[src/rtl/soc_pkg.sv]
`default_nettype none
// +----------------------------------------------------------------------+
// | soc_pkg: shared PMU state, reset-cause and domain-count definitions  |
// | Rev 1.0                                                              |
// +----------------------------------------------------------------------+
package soc_pkg;

   localparam int NUM_DOMAINS = 12;

   typedef enum logic [2:0] {
      ST_IDLE    = 3'd0,
      ST_PWR_UP  = 3'd1,
      ST_ASSERT  = 3'd2,
      ST_RELEASE = 3'd3,
      ST_DONE    = 3'd4,
      ST_FAULT   = 3'd5
   } pmu_state_e;

   typedef enum logic [1:0] {
      CAUSE_POR   = 2'b00,
      CAUSE_SW    = 2'b01,
      CAUSE_WDT   = 2'b10,
      CAUSE_RETRY = 2'b11
   } rst_cause_e;

endpackage
`default_nettype wire

[src/rtl/edge_det.sv]
`default_nettype none
// +----------------------------------------------------------------------+
// | edge_det: single-cycle rising-edge pulse from a level input          |
// | Rev 1.0                                                              |
// +----------------------------------------------------------------------+
module edge_det (
   input  logic clk,
   input  logic rst,
   input  logic sig_i,
   output logic rise_o
);

   logic sig_q;

   always_ff @(posedge clk) begin
      if (rst) begin
         sig_q <= 1'b0;
      end else begin
         sig_q <= sig_i;
      end
   end

   assign rise_o = sig_i & ~sig_q;

endmodule
`default_nettype wire

[src/rtl/pmu_reset_seq.sv]
`default_nettype none
// +----------------------------------------------------------------------+
// | pmu_reset_seq: power-up, global reset pulse and release sequencer    |
// | Rev 1.0                                                              |
// +----------------------------------------------------------------------+
module pmu_reset_seq
   import soc_pkg::*;
#(
   parameter int unsigned HOLD_CYCLES = 16,
   parameter int unsigned PWR_SETTLE  = 8,
   parameter int unsigned REL_TIMEOUT = 1024
) (
   input  logic                   clk,
   input  logic                   rst,
   input  logic                   sw_rst_req,
   input  logic                   wdt_timeout,
   input  logic                   init_done,
   input  logic [NUM_DOMAINS-1:0] reset_status,
   output logic [NUM_DOMAINS-1:0] pwr_domain_on,
   output logic                   global_reset,
   output logic [1:0]             rst_cause,
   output logic                   busy,
   output logic                   seq_done,
   output logic                   err_timeout,
   output logic                   fault
);

   localparam logic [15:0] HOLD_LD   = 16'(HOLD_CYCLES - 1);
   localparam logic [15:0] SETTLE_LD = 16'(PWR_SETTLE - 1);
   localparam logic [15:0] REL_LD    = 16'(REL_TIMEOUT - 1);

   pmu_state_e             state_q;
   rst_cause_e             cause_q;
   logic [NUM_DOMAINS-1:0] pwr_q;
   logic [15:0]            cnt_q;
   logic                   glob_q, busy_q, done_q, err_q, fault_q;
   logic                   booted_q, retry_q, pend_sw_q, pend_wdt_q;
   logic                   wdt_rise, wdt_req, sw_req, rel_ok, cnt_zero;

   edge_det u_wdt_edge (
      .clk    (clk),
      .rst    (rst),
      .sig_i  (wdt_timeout),
      .rise_o (wdt_rise)
   );

   assign wdt_req  = pend_wdt_q | wdt_rise;
   assign sw_req   = pend_sw_q | sw_rst_req;
   assign rel_ok   = init_done && (reset_status == '0);
   assign cnt_zero = (cnt_q == 16'd0);

   always_ff @(posedge clk) begin
      if (rst) begin
         state_q    <= ST_IDLE;
         cause_q    <= CAUSE_POR;
         pwr_q      <= '0;
         cnt_q      <= 16'd0;
         glob_q     <= 1'b0;
         busy_q     <= 1'b0;
         done_q     <= 1'b0;
         err_q      <= 1'b0;
         fault_q    <= 1'b0;
         booted_q   <= 1'b0;
         retry_q    <= 1'b0;
         pend_sw_q  <= 1'b0;
         pend_wdt_q <= 1'b0;
      end else begin
         done_q     <= 1'b0;
         pend_wdt_q <= wdt_req;
         pend_sw_q  <= sw_req;
         // Counter saturates at zero; every state entry below reloads it.
         if (!cnt_zero) cnt_q <= cnt_q - 16'd1;

         case (state_q)
            ST_IDLE: begin
               if (!booted_q) begin
                  booted_q <= 1'b1;
                  state_q  <= ST_PWR_UP;
                  busy_q   <= 1'b1;
                  pwr_q    <= {{(NUM_DOMAINS-1){1'b0}}, 1'b1};
                  cnt_q    <= SETTLE_LD;
                  cause_q  <= CAUSE_POR;
               end else if (wdt_req) begin
                  state_q    <= ST_ASSERT;
                  busy_q     <= 1'b1;
                  glob_q     <= 1'b0;
                  cnt_q      <= HOLD_LD;
                  cause_q    <= CAUSE_WDT;
                  pend_wdt_q <= 1'b0;
               end else if (sw_req) begin
                  state_q   <= ST_ASSERT;
                  busy_q    <= 1'b1;
                  glob_q    <= 1'b0;
                  cnt_q     <= HOLD_LD;
                  cause_q   <= CAUSE_SW;
                  pend_sw_q <= 1'b0;
               end
            end
            ST_PWR_UP: begin
               if (cnt_zero) begin
                  if (pwr_q[NUM_DOMAINS-1]) begin
                     state_q <= ST_ASSERT;
                     glob_q  <= 1'b0;
                     cnt_q   <= HOLD_LD;
                  end else begin
                     pwr_q <= {pwr_q[NUM_DOMAINS-2:0], 1'b1};
                     cnt_q <= SETTLE_LD;
                  end
               end
            end
            ST_ASSERT: begin
               if (cnt_zero) begin
                  state_q <= ST_RELEASE;
                  glob_q  <= 1'b1;
                  cnt_q   <= REL_LD;
               end
            end
            ST_RELEASE: begin
               if (rel_ok) begin
                  state_q <= ST_DONE;
                  done_q  <= 1'b1;
                  cnt_q   <= 16'd0;
               end else if (cnt_zero) begin
                  if (retry_q) begin
                     state_q <= ST_FAULT;
                     glob_q  <= 1'b0;
                     busy_q  <= 1'b0;
                     fault_q <= 1'b1;
                     cnt_q   <= 16'd0;
                  end else begin
                     state_q <= ST_ASSERT;
                     retry_q <= 1'b1;
                     err_q   <= 1'b1;
                     cause_q <= CAUSE_RETRY;
                     glob_q  <= 1'b0;
                     cnt_q   <= HOLD_LD;
                  end
               end
            end
            ST_DONE: begin
               state_q <= ST_IDLE;
               busy_q  <= 1'b0;
               retry_q <= 1'b0;
            end
            ST_FAULT: begin
               // Requests are dropped here, not queued for after the fault.
               pend_wdt_q <= pend_wdt_q;
               pend_sw_q  <= pend_sw_q;
            end
            default: begin
               state_q <= ST_IDLE;
               busy_q  <= 1'b0;
            end
         endcase
      end
   end

   assign pwr_domain_on = pwr_q;
   assign global_reset  = glob_q;
   assign rst_cause     = cause_q;
   assign busy          = busy_q;
   assign seq_done      = done_q;
   assign err_timeout   = err_q;
   assign fault         = fault_q;

endmodule
`default_nettype wire

[config.mk]
export PLATFORM = sky130hd
export DESIGN_NAME = pmu_reset_seq
export DESIGN_NICKNAME = d
export VERILOG_FILES = /design/src/rtl/soc_pkg.sv /design/src/rtl/edge_det.sv /design/src/rtl/pmu_reset_seq.sv
export SDC_FILE = /design/constraint.sdc
export NUM_CORES = 1
export LEC_CHECK = 0
export CAP_MARGIN = 30
export CORE_MARGIN = 4
export CORE_UTILIZATION = 40
export DETAILED_ROUTE_END_ITERATION = 10
export DONT_BUFFER_PORTS = 1
export GPL_ROUTABILITY_DRIVEN = 0
export SLEW_MARGIN = 30
export SYNTH_ARGS = -nofsm -noshare
export SYNTH_HDL_FRONTEND = slang
export SYNTH_SLANG_ARGS = --single-unit
[constraint.sdc]
create_clock -name clk -period 2.84 [get_ports clk]
set_input_delay 0 -clock clk [delete_from_list [all_inputs] [get_ports clk]]
set_output_delay 0 -clock clk [all_outputs]
set_load 0.05 [all_outputs]
==> metrics.csv <==
metric;value;unit
largest net degree at the start of global routing;41;
RSZ-0062 raised after global routing;false;
min-delay worst type;primary input to flop;
Boundary Pins;36;
Slew @ Worst Pin;886;ps
root buf cell;clkbuf_8;
upper clock frequency limit;0.401;GHz
Post-synth ARST share;0;%
max-cap violations;0;
pwr dens;1260;nW/um2
Initial Util;41.6;%
top cells by area, synth;dfxtp_1 (37%), a21oi_1 (7.5%), o21ai_0 (4.5%), nor3_1 (3.7%), a211oi_1 (3.6%);
Nets;310;
Yosys reg bits;43;
die width;84.2;um
Hold Path End;seq_done;
post-synthesis sequential area ratio;37.1;%
CTS tree;done;
run status;finished clean;
Via-to-Cell Ratio;6.08;
post-synth top area share;37.1;%
unique cell type count in the Yosys netlist;51;
Slew headroom;40.9;%
crit path launch;cnt_q[0];
GRT Overall Usage;18.1;%
Avg WL per Cell;17.1;um
r2r endpoint;pwr_domain_on[6];
first-pass GRT wire length;10700;um
post-route cell area;2580;um2
Final Hold Fails;0;
Critical Path RT;3070;ps
Post-Synthesis Net Count;307;
htree depth;2;
Critical Path Sink Type;flop;
Tcrit/Tclk final;87.8;%
number of synthesized flops with an enable pin;0;
total wire length;6230;um
clk_lat worst skew;290;ps
DP Wirelength;4220;um
Setup Skew;4.33;ps
Synth Cell Area;2320;um2
vias;2206;
Buffers on Ports;0;
clock transition at the registers of the reported paths;80;ps
die area;7090;um2
drt drc;0;
post-CTS setup buffers;0;
Die Span Y;84.2;um
CP Launch Type;flop;
final non-filler cell total;363;
post-route minimum period;2490;ps
vias in the first global route;2101;
layout cells sized above 1;9.28;%
Layout area overhead;11.3;%
Most used DFF post-synth;dfxtp_1;
drt first pass iters;4;
Num Clock Sinks;43;
Routed Antenna Nets;0;
Yosys warnings;0;
Setup Viol. Count Final;0;
Crit Path Category;flop to flop;
Lkg Pwr;0.906;nW
Post-Syn Instances;287;
R2R setup slack;350;ps
placed cell area;2390;um2
largest area contributor in the netlist;dfxtp_1;
RR Startpoint;cnt_q[0];
setup TNS;0;ps
First DRT Iteration DRCs;156;
placed cells;349;
CTS Buffer Depth;2;
ANT cells;0;
HP Start;reset_status[10];
Hold Path Cell Cnt;3;
fin util;46.3;%
FILL cells;569;
Core ar.;5570;um2
crit path DAT;2720;ps
initial antenna violation count;0;
Final Max Slew Viols;0;
Critical Path Fanout Max;15;
Max VDD drop;0.578;mV
Worst Reg-to-Reg Cells;8;
Syn Area/Cell;8.09;um2
total grt overflow;0;
row cnt;27;
CTS buffer count;5;
registers in the layout, indices dropped and copies added (netlist names):
| signal | flops |
|---|---|
| global_reset | 1 |
| booted_q | 1 |
| pend_wdt_q | 1 |
| fault | 1 |
| err_timeout | 1 |
| u_wdt_edge.sig_q | 1 |
| pend_sw_q | 1 |
| state_q | 3 |
| cnt_q | 16 |
| busy | 1 |
| seq_done | 1 |
| rst_cause | 2 |
| pwr_domain_on | 12 |
| retry_q | 1 |
Yosys cell counts (all sizes together) (2+ instances only):
cell and count:
o21ai 23, a311oi 5, nor3 17, nor4b 4, a2111oi 3, inv 9
buf 8, a21o 2, nor4 6, nand4 12, nand2b 5, or3 4
a211oi 11, nor2 19, and4 2, xnor2 7, a21oi 35, o22ai 4
dfxtp 43, a221oi 3, ha 3, clkbuf 13, mux2i 2, nand2 17
a41oi 2, nor2b 4, nand3 6
kinds of logic (layout without fill, tap and decap cells):
kind of cell,count (synthesis),after routing,share of synthesized area (%)
mux,2,2,0.863
simple gates,102,102,23.7
flops,43,43,37.1
buf+inv,30,34,5.71
xor+xnor,8,8,3.02
fa+ha+maj,3,3,1.62
compound gates,99,99,28.0
per-stage QoR:
step	hold slack (ps)	worst slack, ps	power [mW]
5_1_grt	34.8	52.1	3.56
4_1_cts	1.91	401	3.25
6_report	12.1	346	3.24
3_5_place_dp	79.5	434	2.72
3_3_place_gp	78.1	547	2.71
2_1_floorplan	128	705	2.36
worst max-delay path, stage by stage (launching register included):
cell and delay, ps:
dfxtp_1 370, inv_1 120, ha_1 150, nor4b_1 260, and4_1 300, inv_2 140
o22ai_1 720, nand4_1 190, a21oi_1 180
final cells by class:
class,count,area [um2],area share (%)
multi-input combinational,214,1330,51.4
sequential,43,861,33.3
clock buffer,6,82.6,3.20
inverter,9,33.8,1.31
tap,72,90.1,3.49
timing repair buffer,17,153,5.91
clock inverter,2,35.0,1.36
where the power goes:
group / switching [mW] / total (mW) / leakage, nW / internal [mW]
Combinational: 1.03 / 1.74 / 0.494 / 0.711
Clock: 0.209 / 0.494 / 0.0612 / 0.285
Sequential: 0.268 / 1.01 / 0.351 / 0.740
Total: 1.51 / 3.24 / 0.906 / 1.74
routing by layer:
| metal | vias up | routed length (um) | global-route usage (%) |
|---|---|---|---|
| met1 | 1035 | 2840 | 25.1 |
| met2 | 76 | 2940 | 28.0 |
| met4 | 0 | 59 | 5.85 |
| li1 | 1089 | - | - |
| met5 | - | 0 | 0 |
| met3 | 6 | 394 | 4.02 |
what timing repair did:
action / in CTS / in global routing
hold buffers: 6 / 0
resized for setup: 0 / 0
hold endpoints to repair: 37 / 0
worst max-delay path by stage:
stage	to	slack (ps)
floorplan	cnt_q[0]	700
global placement	cnt_q[7]	550
detailed placement	cnt_q[7]	430
CTS	cnt_q[7]	400
global route	pwr_domain_on[6]	50
finish	pwr_domain_on[6]	350
layout by cell type (no fill, tap or decap), types with 3 or more instances in the layout:
cell / Yosys / routed
nor2_1: 19 / 19
a221oi_1: 3 / 3
a211oi_1: 11 / 11
xnor2_1: 7 / 7
a311oi_1: 5 / 5
dlygate4sd3_1: 0 / 5
nand3_1: 6 / 6
dfxtp_1: 43 / 43
nor2b_1: 4 / 4
nor3_1: 17 / 17
nor4b_1: 4 / 4
clkbuf_8: 0 / 6
o22ai_1: 4 / 4
or3_1: 4 / 4
a21oi_1: 35 / 35
nor4_1: 4 / 4
inv_1: 8 / 8
buf_4: 0 / 11
nand2_1: 17 / 17
nand4_1: 12 / 12
ha_1: 3 / 3
o21ai_0: 21 / 21
nand2b_1: 5 / 5
Power figures use the tool's default switching activity.
